--- src/rtl/synth_pkg.sv ---
// Shared constants and types for the synth output path.
// Holds the output sample width, midscale level and DAC mode encoding.
package synth_pkg;

  localparam int OUT_BITS = 8;

  localparam logic [OUT_BITS-1:0] MIDSCALE = 8'h80;

  typedef enum logic {
    PWM = 1'b0,
    SD  = 1'b1
  } dac_mode_e;

endpackage

--- src/rtl/dac_modulator.sv ---
// 1-bit DAC modulator: PWM comparator and first-order sigma-delta.
// Ports: clk, rst_n, cnt (frame counter), level, mode (0 PWM / 1 SD), dac_out.
module dac_modulator
  import synth_pkg::*;
#(
  parameter int BITS = OUT_BITS
) (
  input  logic            clk,
  input  logic            rst_n,
  input  logic [BITS-1:0] cnt,
  input  logic [BITS-1:0] level,
  input  logic            mode,
  output logic            dac_out
);

  logic [BITS-1:0] acc;
  logic [BITS:0]   sum;
  logic            pwm_bit;
  logic            sd_bit;

  assign sum     = {1'b0, acc} + {1'b0, level};
  assign sd_bit  = sum[BITS];
  assign pwm_bit = cnt < level;

  // The accumulator runs in both modes so a mode switch
  // continues from wherever the error term happens to be.
  always_ff @(posedge clk or negedge rst_n) begin
    if (!rst_n) begin
      acc     <= '0;
      dac_out <= 1'b0;
    end else begin
      acc     <= sum[BITS-1:0];
      dac_out <= (mode == SD) ? sd_bit : pwm_bit;
    end
  end

endmodule

--- src/rtl/pdm_out_stage.sv ---
// Output stage: frame-aligned sample holding, soft mute and overrun flag.
// Ports: clk, rst_n, sample_in/valid/ready, mode, mute, clear_overrun,
//        dac_out, frame_start, overrun.
module pdm_out_stage
  import synth_pkg::*;
#(
  parameter int SAMPLE_BITS = OUT_BITS
) (
  input  logic                   clk,
  input  logic                   rst_n,
  input  logic [SAMPLE_BITS-1:0] sample_in,
  input  logic                   sample_valid,
  output logic                   sample_ready,
  input  logic                   mode,
  input  logic                   mute,
  input  logic                   clear_overrun,
  output logic                   dac_out,
  output logic                   frame_start,
  output logic                   overrun
);

  localparam logic [SAMPLE_BITS-1:0] MID =
    {1'b1, {(SAMPLE_BITS-1){1'b0}}};
  localparam logic [SAMPLE_BITS-1:0] ONE =
    SAMPLE_BITS'(1);

  logic [SAMPLE_BITS-1:0] frame_cnt;
  logic [SAMPLE_BITS-1:0] hold;
  logic                   hold_valid;
  logic [SAMPLE_BITS-1:0] level;
  dac_mode_e              mode_q;

  logic [SAMPLE_BITS-1:0] level_nxt;
  logic                   hold_valid_nxt;
  dac_mode_e              mode_nxt;
  logic                   accept;
  logic                   drop;

  assign frame_start  = (frame_cnt == '0);
  assign sample_ready = !hold_valid | frame_start;
  assign accept       = sample_valid & sample_ready;
  assign drop         = sample_valid & !sample_ready;

  always_comb begin
    level_nxt = level;
    if (frame_start) begin
      if (mute) begin
        if (level > MID) begin
          level_nxt = level - ONE;
        end else if (level < MID) begin
          level_nxt = level + ONE;
        end
      end else if (hold_valid) begin
        level_nxt = hold;
      end
    end
  end

  // A frame boundary always empties the holding slot (into level,
  // or discarded under mute); a same-cycle accept refills it.
  always_comb begin
    hold_valid_nxt = hold_valid;
    if (frame_start) begin
      hold_valid_nxt = 1'b0;
    end
    if (accept) begin
      hold_valid_nxt = 1'b1;
    end
  end

  assign mode_nxt = frame_start ? dac_mode_e'(mode) : mode_q;

  always_ff @(posedge clk or negedge rst_n) begin
    if (!rst_n) begin
      frame_cnt  <= '0;
      hold       <= MID;
      hold_valid <= 1'b0;
      level      <= MID;
      mode_q     <= PWM;
      overrun    <= 1'b0;
    end else begin
      frame_cnt  <= frame_cnt + ONE;
      hold_valid <= hold_valid_nxt;
      level      <= level_nxt;
      mode_q     <= mode_nxt;
      if (accept) begin
        hold <= sample_in;
      end
      overrun <= drop | (overrun & !clear_overrun);
    end
  end

  // The modulator sees the level/mode being loaded at frame start,
  // so the counter-zero slot already belongs to the new frame.
  dac_modulator #(
    .BITS (SAMPLE_BITS)
  ) u_mod (
    .clk     (clk),
    .rst_n   (rst_n),
    .cnt     (frame_cnt),
    .level   (level_nxt),
    .mode    (mode_nxt),
    .dac_out (dac_out)
  );

endmodule

--- config.mk ---
export PLATFORM = sky130hd
export DESIGN_NAME = pdm_out_stage
export DESIGN_NICKNAME = d
export VERILOG_FILES = /design/src/rtl/synth_pkg.sv /design/src/rtl/dac_modulator.sv /design/src/rtl/pdm_out_stage.sv
export SDC_FILE = /design/constraint.sdc
export NUM_CORES = 1
export LEC_CHECK = 0
export ABC_AREA = 0
export CORE_ASPECT_RATIO = 0.8
export CORE_MARGIN = 2
export CORE_UTILIZATION = 58
export CTS_CLUSTER_DIAMETER = 200
export DETAILED_ROUTE_END_ITERATION = 16
export GPL_TIMING_DRIVEN = 0
export MAX_ROUTING_LAYER = met4
export PLACE_DENSITY = 0.9
export REMOVE_ABC_BUFFERS = 1
export SYNTH_ARGS = -nofsm -noshare
export SYNTH_HDL_FRONTEND = slang
export SYNTH_HIERARCHICAL = 1
export SYNTH_SLANG_ARGS = --single-unit
export TNS_END_PERCENT = 100
--- constraint.sdc ---
create_clock -name clk -period 3.21 [get_ports clk]
set_input_delay 0.4815 -clock clk [delete_from_list [all_inputs] [get_ports clk]]
set_output_delay 0.4815 -clock clk [all_outputs]
set_load 0.05 [all_outputs]
; ---- Yosys cells after proc, flatten, opt, wreduce, memory -nomap -nowiden
; Cells that the tools add are included.
[classes]
addsub = 4
magnitude_cmp = 3
muxes = 9
bitwise = 5
reduce_logical = 5
[op_table]
columns = op, n
row1 = 8-bit 2-to-1 mux, 5
row2 = 8-bit by 1-bit adder with 8-bit output (second input constant), 2
row3 = 8-bit by 8-bit adder with 9-bit output, 1
row4 = 8-bit > comparator (second input constant), 1
row5 = 8-bit logical NOT, 1
row6 = 8-bit less-than comparator, 1
row7 = 8-bit less-than comparator (second input constant), 1
row8 = 8-bit by 1-bit subtractor with 8-bit output (second input constant), 1
row9 = 1-bit 2-to-1 mux, 4
row10 = 1-bit AND, 3
row11 = 1-bit logical NOT, 3
row12 = 1-bit bitwise OR, 2
row13 = 2-bit nonzero test, 1
[word_totals]
ff_bits = 36
inputBits = 14
output_inout_bits = 4
wordCells = 34

; ---- Longest topological paths before layout
; Gate-level depths: netlist of run 1.
[logic_depth]
ltp_word = 7
ltp_mapped = 16
mapped_depth_nobuf = 15

; ---- By module
; Netlist of run 1, hierarchy kept.
[modules_own_cells]
columns = module, n_inst, cells_per_inst, area_per_inst_um2, seq_area_each_um2
row1 = pdm_out_stage, 1, 140, 1452.6, 678.2
row2 = dac_modulator, 1, 76, 738.2, 225.2

; ---- Worst setup path after synthesis of run 1
; Ideal clock, no wire load.
[synth_timing]
path_kind = reg-to-reg
startpoint = reg frame_cnt[0]
endpoint = reg u_mod.acc[6]
setup_ps = 69
t_arrival_ps = 2914
required_time_ps = 3141
slack_ps = 227
path_stages_with_launch = 17
n_path_buf = 1
synth_period_minus_slack_ps = 2983
path_cell_list = dfrtp_1 inv_1 ha_1 nor4b_2 nand2_2 inv_2 buf_2 nand3_1 o21ai_0 a21oi_1 ha_1 inv_1 fa_1 nor2b_4 o31a_1 or4_1 nand3_1
[synth_between]
elab_chain_cells = 3
[synth_rtl]
columns = element, line_no
row1 = "start, declared", pdm_out_stage.sv:27  ; logic [SAMPLE_BITS-1:0] frame_cnt;
row2 = "start signal, assigned", pdm_out_stage.sv:82  ; frame_cnt <= frame_cnt + ONE;
row3 = 8-bit logical NOT, pdm_out_stage.sv:39  ; assign frame_start = (frame_cnt == '0);
row4 = named net frame_start, pdm_out_stage.sv:18  ; output logic frame_start,
row5 = 8-bit 2-to-1 mux, pdm_out_stage.sv:46  ; if (frame_start) begin
row6 = named net level_nxt[0], pdm_out_stage.sv:33  ; logic [SAMPLE_BITS-1:0] level_nxt;
row7 = 8-bit by 8-bit adder with 9-bit output, dac_modulator.sv:21  ; assign sum = {1'b0, acc} + {1'b0, level};
row8 = named net u_mod.sum[6], dac_modulator.sv:17  ; logic [BITS:0] sum;
row9 = "end signal, assigned", dac_modulator.sv:32  ; acc <= sum[BITS-1:0];
row10 = "end, declared", dac_modulator.sv:16  ; logic [BITS-1:0] acc;
; The timed path passes the listed nets, and every way through them passes these cells.
; A chain may end at the register's enable or synchronous reset.

; ---- Worst setup path in the final report of run 1
[layout_timing]
startpoint = reg frame_cnt[0]
endpoint = reg u_mod.dac_out
[layout_between]
elab_chain_cells = 4
elab_cells_between_ends = 6
classes_between = 1 x add/sub / 1 x order compare / 3 x mux / 1 x reduce/logical
[layout_rtl]
columns = element, line_no
row1 = 8-bit logical NOT (*), pdm_out_stage.sv:39
row2 = 8-bit 2-to-1 mux (*), pdm_out_stage.sv:46
row3 = named net level_nxt[0], pdm_out_stage.sv:33
row4 = 8-bit by 8-bit adder with 9-bit output / 8-bit less-than comparator (equally long branches), "dac_modulator.sv:21, dac_modulator.sv:23"
row5 = 1-bit 2-to-1 mux (*), dac_modulator.sv:33  ; dac_out <= (mode == SD) ? sd_bit : pwm_bit;
row6 = "end signal, assigned", dac_modulator.sv:33
row7 = "end, declared", dac_modulator.sv:13  ; output logic dac_out
; Mark *: on every way through the listed nets, which the timed path passes. The rest lies on a longest branch.

==> results of run 1 <==
==> timing repair <==
item | CTS | global route
pin swaps | 2 | 6
endpoints found under the setup margin | 2 | 2
resized for setup | 6 | 15
buffers inserted | 2 | 15
cloned | 0 | 1
==> metal layers <==
metal | vias up | part of all wire, % | global-route usage [%]
met5 | - | 0 | -
met4 | 0 | 1.2 | 6.35
met3 | 7 | 4.3 | 7.82
met2 | 45 | 47 | 36.9
met1 | 881 | 48 | 33.7
li1 | 854 | - | -
==> cell usage after synthesis, types with 2 or more instances <==
cell,number
a211oi_1,2
nor2b_1,2
nand4_1,2
xor2_1,2
a21oi_1,13
a21o_1,2
dfstp_2,2
nand3_1,12
nor2_1,6
buf_2,2
o21ai_0,8
nand2_2,2
or3_1,2
dfrtp_1,34
o22ai_1,6
nor3_1,4
nand2b_1,2
o211ai_1,5
o21a_1,2
ha_1,20
inv_1,21
mux2_1,8
o21ai_1,3
xnor2_1,8
nand2_1,14
mux2i_1,4
==> per-stage QoR <==
step	area, sq um	total power [mW]	setup TNS, ns
floorplan	2170	0.753	0
global placement	2390	0.814	-0.559
detailed placement	2390	0.832	-0.845
CTS	2520	1.16	0
global route	2680	1.25	-0.161
finish	2680	1.18	0
==> layout by cell type, fill, tap and decap left out, drive strengths merged, types with 4 or more instances in the layout <==
cell type,n
o21ai,11
mux2i,4
clkdlybuf4s50,15
nor3,4
buf,18
dfrtp,34
nand3,12
ha,20
clkinv,4
o211ai,5
inv,21
o22ai,6
nor2b,4
nand2,17
mux2,8
a21oi,13
xnor2,8
clkbuf,6
nor2,7
==> flip-flops by register name (all words and copies together), names as in the netlist <==
register       count
hold               8
mode_q             1
u_mod/dac_out      1
overrun            1
hold_valid         1
level              8
frame_cnt          8
u_mod/acc          8
==> worst max-delay path: cells and delay by family, from the launching register on <==
kind                       cells  cell delay [ns]
adders and majority gates      3             0.88
buffers and inverters          3             0.27
DFF                            1             0.40
AOI/OAI and AO/OA              5             0.92
and+or+nand+nor                4             0.54
==> final cells by class <==
cell class	instances	area (sq um)
clock inverters	2	10.0
inverters	22	87.6
repair buffers	34	295
well taps	42	52.6
clock buffers	6	82.6
multi-input cells	154	1240
flip-flops and latches	36	906
repair inverters	1	5.00
fillers	225	835
==> power breakdown <==
group | internal (mW) | switching [mW] | total (mW)
Sequential | 0.521 | 0.0289 | 0.550
Clock | 0.171 | 0.162 | 0.333
Combinational | 0.142 | 0.156 | 0.298
==> worst max-delay path by stage <==
stage	cells past startpoint	slack (ns)	endpoint
after CTS	15	0.008	u_mod/acc[6]
after detailed placement	12	-0.39	u_mod/dac_out
after floorplan	15	0.24	u_mod/acc[6]
after global routing	14	-0.1	u_mod/dac_out
after global placement	10	-0.32	u_mod/dac_out
final	15	0.1	u_mod/dac_out
==> cells by family after synthesis <==
group | synth area share [%]
xor+xnor | 4.00
buf+inv | 4.74
compound gates | 15.6
fa+ha+maj | 12.3
flops | 41.2
mux | 5.94
simple gates | 16.1
==> flow_summary.yaml, run 1 <==
routing:
  routedWlPerCell_um: 16.4
  dr.first_iter.drc_count: 115
  vias: 1787
  firstDrtPassIters: 4
  drt_wl_total_um: 4880
  viasPerCell: 6.02
  drc: 0
  antenna_left: 0
clock_network:
  cts.sinks: 36
  clock_latency_ns: 0.29
  htree_levels: 2
  cts_tree: "done"
  clockRootBuffer: "clkbuf_8"
  ctsHoldBuffers: 0
  clk_pin_slew_ns: 0.07
  cts_buffers: 5
  clockBufferDepth: 2
pwr:
  p_leak_nw: 1.22
  power.density_nw_per_um2: 440
  peakVddDrop_mv: 0.445
global_route:
  grtUsageTotal_pct: 24.9
  antenna_found_initial: 0
  gr-total-overflow: 0
  grt_max_degree: 37
  grt_first_pass_wirelength_um: 7710
  grt_pass1_vias: 1629
critical_path:
  critPathMaxFanout: 6
  r2r-start: "frame_cnt[0]"
  crit_chain: "inv_1, ha_1, nor4b_4, nand2_2, clkinv_4, nand3_1, o21ai_0, a21oi_2, ha_2, inv_1, fa_2, nor2b_4, o31a_1, o211ai_1, a32oi_1"
  crit_type: "flip-flop to flip-flop"
  r2r_setup_slack_ns: 0.1
  start_kind: "flip-flop"
  end_kind: "flip-flop"
  crit_top_cell: "inv_1"
  cp.arrival_ns: 3.31
  r2r_cells: 15
  cp.required_ns: 3.40
  crit_slowest_cell: "fa_2"
  cp-startpoint: "frame_cnt[0]"
  r2r-end: "u_mod/dac_out"
  slowest_delay_ns: 0.42
die:
  dieHeight_um: 59.0
  ios: 18
  rows: 19
  die_w_um: 72.7
  die_area_sq_um: 4290
  initial_core_util_pct: 62.3
  coreArea_sq_um: 3520
synthesis:
  avgSynthCellArea_sq_um: 10.1
  synth_cell_types: 54
  async_flop_share_pct: 100
  synthCells: 216
  synth_seq_cells: 36
  ys_warn_count: 6
  ys_seq_area_share_pct: 41.2
  synth_area_leaders: "dfrtp_1 (39%), ha_1 (11%), mux2_1 (4.1%), inv_1 (3.6%), xnor2_1 (3.2%)"
  yosys.area.top_type: "dfrtp_1"
  ys.flop_type: "dfrtp_1"
  synth-edff-count: 0
  synth_area_sq_um: 2190
  yosysTopAreaCellShare_pct: 38.8
timing:
  finalCritPeriodShare_pct: 96.9
  fmax_mhz: 321
  skew_ns: 0.00513
  period_minus_slack_ns: 3.11
  worst_pin_slew_ns: 0.790
  max-slew-margin-rel_pct: 47.3
  whs_ns: 0.270
  final.setup.worst_slack_ns: 0.0980
  finalSetupViolCount: 0
  final_hold_viol_count: 0
  maxSlewViolCount: 0
min_path:
  hp-class: "input pin to async pin"
placement:
  pre_cts_ws_ns: -0.392
  numPortBuffers: 17
  gp_congestion: 0.888
  dp.cells: 271
  dp_hpwl_um: 3240
cells_and_area:
  drive_gt1_share_pct: 21.6
  diodes: 0
  layout.cells.non_filler: 297
  nNetsFinal: 289
  syn2layout_area_growth_pct: 22.5
  final_util_pct: 76.3
job:
  maxCapViolations: 0
status:
  outcome: "finished clean"
No activity file was read; power rests on OpenSTA's default activity.
==> run 2, diff against run 1 <==
==> constraint.sdc (replaced) <==
create_clock -name clk -period 3.45 [get_ports clk]
set_input_delay 0.5175 -clock clk [delete_from_list [all_inputs] [get_ports clk]]
set_output_delay 0.5175 -clock clk [all_outputs]
set_load 0.05 [all_outputs]
==> run 2 against run 1 <==
Utilization decreased by 4.9 points. Sequential power is 6.9% lower. Cell count is 5.7% lower. Flip-flop and latch count did not move. Design area is 6.4% lower. Via count is 6.8% lower. Global-route usage decreased by 0.37 points. Hold slack improved by 0.033 ns. Clock-buffer cell count unchanged. Combinational power is 13% lower. Critical path type unchanged. Critical path depth shrank 2.
==> flow_summary.yaml, run 2 (synthesis results as in run 1) <==
status:
  outcome: "finished clean"
die:
  coreArea_sq_um: 3520
  ios: 18
  die_w_um: 72.7
  dieHeight_um: 59.0
  die_area_sq_um: 4290
  initial_core_util_pct: 62.3
  rows: 19
timing:
  fmax_mhz: 308
  finalCritPeriodShare_pct: 94.1
  final_hold_viol_count: 0
  worst_pin_slew_ns: 0.772
  final.setup.worst_slack_ns: 0.202
  finalSetupViolCount: 0
  max-slew-margin-rel_pct: 48.6
  period_minus_slack_ns: 3.25
  tns_ns: 0
  maxSlewViolCount: 0
  rsz0062_at_grt: "false"
  whs_ns: 0.303
  skew_ns: 0.00527
cells_and_area:
  layout_common_cells: "dfrtp_1 (33), inv_1 (21), ha_1 (20)"
  final_cell_area_sq_um: 2510
  diodes: 0
  n_fill_cell: 262
  syn2layout_area_growth_pct: 14.6
  final_common_cell: "dfrtp_1"
  nNetsFinal: 272
  layout.cells.non_filler: 280
  drive_gt1_share_pct: 12.2
  final_util_pct: 71.4
critical_path:
  crit_type: "flip-flop to flip-flop"
  r2r-start: "level[1]"
  cp.required_ns: 3.64
  r2r_setup_slack_ns: 0.20
  r2r_cells: 13
  end_kind: "flip-flop"
  critPathMaxFanout: 7
  cp.arrival_ns: 3.44
  r2r-end: "u_mod/dac_out"
  start_kind: "flip-flop"
  cp-endpoint: "u_mod/dac_out"
  cp-startpoint: "level[1]"
placement:
  dp_hpwl_um: 3240
  placed_cell_area_sq_um: 2390
  numPortBuffers: 17
  gp_congestion: 0.888
  dp.cells: 271
  pre_cts_ws_ns: -0.188
pwr:
  p_leak_nw: 1.12
  totalPowerFinal_mw: 1.08
  peakVddDrop_mv: 0.409
  power.density_nw_per_um2: 429
clock_network:
  clockRootBuffer: "clkbuf_8"
  clockBufferDepth: 2
  cts_tree: "done"
  cts.sinks: 36
  clock_latency_ns: 0.29
  clk_pin_slew_ns: 0.07
  htree_levels: 2
  ctsHoldBuffers: 0
  cts_buffers: 5
routing:
  firstDrtPassIters: 4
  antenna_left: 0
  drt_wl_total_um: 4300
  routedWlPerCell_um: 15.4
  vias: 1665
  dr.first_iter.drc_count: 100
  viasPerCell: 5.95
  drc: 0
global_route:
  antenna_found_initial: 0
  grtUsageTotal_pct: 24.6
  grt_first_pass_wirelength_um: 7620
  grt_pass1_vias: 1617
  gr-total-overflow: 0
  grt_max_degree: 37
job:
  maxCapViolations: 0
min_path:
  hp-class: "input pin to async pin"
run 2: power by group:
group | internal (mW) | switching, mW
combinational | 0.121 | 0.137
sequential | 0.485 | 0.0273
clock | 0.159 | 0.148
total | 0.765 | 0.312
run 2: timing repair:
action | 4_1_cts | 5_1_grt
endpoints found under the hold margin | 0 | 0
resized for setup | 1 | 6
setup buffers | 0 | 1
pin swaps | 0 | 3
endpoints found under the setup margin | 1 | 2
run 2: worst max-delay path, cell delays in order, from the launching register on:
cell and delay [ns]:
dfrtp_1 0.45, inv_1 0.12, ha_1 0.20, nor2b_2 0.18, and2_2 0.21, o21ai_1 0.16, a221oi_2 0.08, o32ai_2 0.35
inv_1 0.17, fa_1 0.51, nor2b_4 0.13, o31a_1 0.21, o211ai_1 0.13, a32oi_1 0.25
run 2: worst min path at each step:
stage                      start           end  slack, ns  cells past startpoint
global placement    u_mod/acc[0]  u_mod/acc[0]       0.46                      1
global route               rst_n       hold[3]       0.38                      1
CTS                        rst_n  u_mod/acc[2]       0.33                      1
detailed placement  u_mod/acc[0]  u_mod/acc[0]       0.46                      1
floorplan                  rst_n  frame_cnt[0]       0.22                      0
finish                     rst_n  u_mod/acc[0]       0.30                      1
run 2: cell type report:
type                            instances  area, sq um  area share [%]
Sequential cell                        36          905            36.0
Tap cell                               42         52.6            2.09
Clock inverter                          2         10.0           0.399
Timing Repair Buffer                   18          173            6.88
Inverter                               22         85.1            3.39
Clock buffer                            6         82.6            3.29
Multi-Input combinational cell        154         1200            47.9
run 2: per-layer routing:
metal	GRT usage [%]	vias to the layer above	wire [um]
li1	-	823	-
met1	33.5	792	2160
met3	8.16	6	247
met4	6.35	0	55
met2	35.6	44	1840
met5	-	-	0
==> run 3, diff against run 2 <==
--- a/config.mk
+++ b/config.mk
@@ -12,7 +12,6 @@
 export CTS_CLUSTER_DIAMETER = 200
 export DETAILED_ROUTE_END_ITERATION = 16
 export GPL_TIMING_DRIVEN = 0
-export MAX_ROUTING_LAYER = met4
 export PLACE_DENSITY = 0.9
 export REMOVE_ABC_BUFFERS = 1
 export SYNTH_ARGS = -nofsm -noshare
==> run 3 against run 2 <==
Flip-flop and latch count is the same. Register-to-register slack gained 0.02 ns. Sequential share of layout area did not move. Maximum frequency rose by 0.59%. Worst setup slack gained 0.019 ns. Sequential power about the same. Clock power is essentially flat.
==> flow_summary.yaml, run 3 (synthesis results as in run 1) <==
status:
  outcome: "finished clean"
routing:
  drt_wl_total_um: 4290
  drc: 0
  viasPerCell: 5.94
  antenna_left: 0
  dr.first_iter.drc_count: 94
  routedWlPerCell_um: 15.3
  firstDrtPassIters: 4
  vias: 1662
cells_and_area:
  nNetsFinal: 272
  diodes: 0
  n_fill_cell: 262
  syn2layout_area_growth_pct: 14.6
  seqCellArea_sq_um: 905
  layout_common_cells: "dfrtp_1 (33), inv_1 (21), ha_1 (20)"
  final_common_cell: "dfrtp_1"
  layout.cells.non_filler: 280
  final_cell_area_sq_um: 2510
  drive_gt1_share_pct: 12.2
  multiInputGateArea_sq_um: 1200
placement:
  dp_hpwl_um: 3240
  numPortBuffers: 17
  placed_cell_area_sq_um: 2390
  gp_congestion: 0.874
  dp.cells: 271
  pre_cts_ws_ns: -0.188
clock_network:
  clockRootBuffer: "clkbuf_8"
  htree_levels: 2
  clockBufferDepth: 2
  clk_pin_slew_ns: 0.07
  cts_buffers: 5
  ctsHoldBuffers: 0
  cts_tree: "done"
  cts.sinks: 36
  clock_latency_ns: 0.29
timing:
  tns_ns: 0
  maxSlewViolCount: 0
  worst_pin_slew_ns: 0.770
  finalCritPeriodShare_pct: 93.6
  rsz0062_at_grt: "false"
  finalSetupViolCount: 0
  period_minus_slack_ns: 3.23
  final_hold_viol_count: 0
  max-slew-margin-rel_pct: 48.7
  fmax_mhz: 310
  final.setup.worst_slack_ns: 0.221
  skew_ns: 0.00510
global_route:
  grt_use_met1_pct: 33.4
  grtUsageMet3_pct: 8.16
  grtUsageMet2_pct: 35.6
  grt_max_degree: 37
  antenna_found_initial: 0
  grt_pass1_vias: 1618
  top_usage_layer: "met2"
  grtUsageTotal_pct: 23.8
  gr-total-overflow: 0
  grt_first_pass_wirelength_um: 7620
critical_path:
  crit_type: "flip-flop to flip-flop"
  cp-startpoint: "level[1]"
  cp.arrival_ns: 3.42
  r2r-end: "u_mod/dac_out"
  r2r_setup_slack_ns: 0.22
  cp.required_ns: 3.64
  r2r-start: "level[1]"
  r2r_cells: 13
  start_kind: "flip-flop"
  cp-endpoint: "u_mod/dac_out"
  end_kind: "flip-flop"
  critPathMaxFanout: 7
die:
  dieHeight_um: 59.0
  die_w_um: 72.7
  die_area_sq_um: 4290
  initial_core_util_pct: 62.3
  rows: 19
  coreArea_sq_um: 3520
  ios: 18
min_path:
  hp-class: "input pin to async pin"
pwr:
  power.density_nw_per_um2: 429
  p_leak_nw: 1.12
  peakVddDrop_mv: 0.411
job:
  maxCapViolations: 0
==> run 3: cell counts in the layout (fill, tap and decap cells not counted) <==
No cell type changed its count.
==> run 3: critical path, cell delays in order (launching register included) <==
cell and delay [ns]:
dfrtp_1 0.45, inv_1 0.12, ha_1 0.20, nor2b_2 0.18, and2_2 0.21, o21ai_1 0.16, a221oi_2 0.08, o32ai_2 0.35
inv_1 0.17, fa_1 0.51, nor2b_4 0.13, o31a_1 0.21, o211ai_1 0.13, a32oi_1 0.24
==> run 3: metal layers <==
metal	up-vias	share of wire, %
met5	-	0
met4	0	1.3
met3	6	5.2
met2	42	43
met1	790	51
li1	824	-
==> run 3: how the worst min path moves through the flow <==
| stage | startpoint | endpoint | cells after the start |
|---|---|---|---|
| finish | rst_n | u_mod/acc[0] | 1 |
| global route | rst_n | hold[3] | 1 |
| CTS | rst_n | u_mod/acc[2] | 1 |
| detailed placement | u_mod/acc[0] | u_mod/acc[0] | 1 |
| global placement | u_mod/acc[0] | u_mod/acc[0] | 1 |
| floorplan | rst_n | frame_cnt[0] | 0 |
==> run 3: area by class of cell <==
cell class	count	share of cell area [%]
Multi-Input combinational cell	154	47.9
Sequential cell	36	36.0
Timing Repair Buffer	18	6.88
Inverter	22	3.39
Clock buffer	6	3.29
Tap cell	42	2.09
Clock inverter	2	0.399
==> run 3: repair_timing <==
| item | CTS | global route |
|---|---|---|
| setup buffers | 0 | 1 |
| gates resized for setup | 1 | 6 |
| hold endpoints to repair | 0 | 0 |
| pin swaps | 0 | 3 |
| setup endpoints to repair | 1 | 2 |
==> run 3: report_power, final <==
group | internal [mW] | switching, mW
logic | 0.121 | 0.137
registers | 0.485 | 0.0277
clock network | 0.159 | 0.147
==> run 3: through the flow <==
step                      hold WS, ns  total power [mW]  utilization [%]
after floorplan                 0.222             0.700                -
after global placement          0.456             0.758             68.0
after detailed placement        0.460             0.774             67.9
after CTS                       0.334              1.08             70.7
after global routing            0.376              1.14             71.4
final                           0.303              1.08             71.4
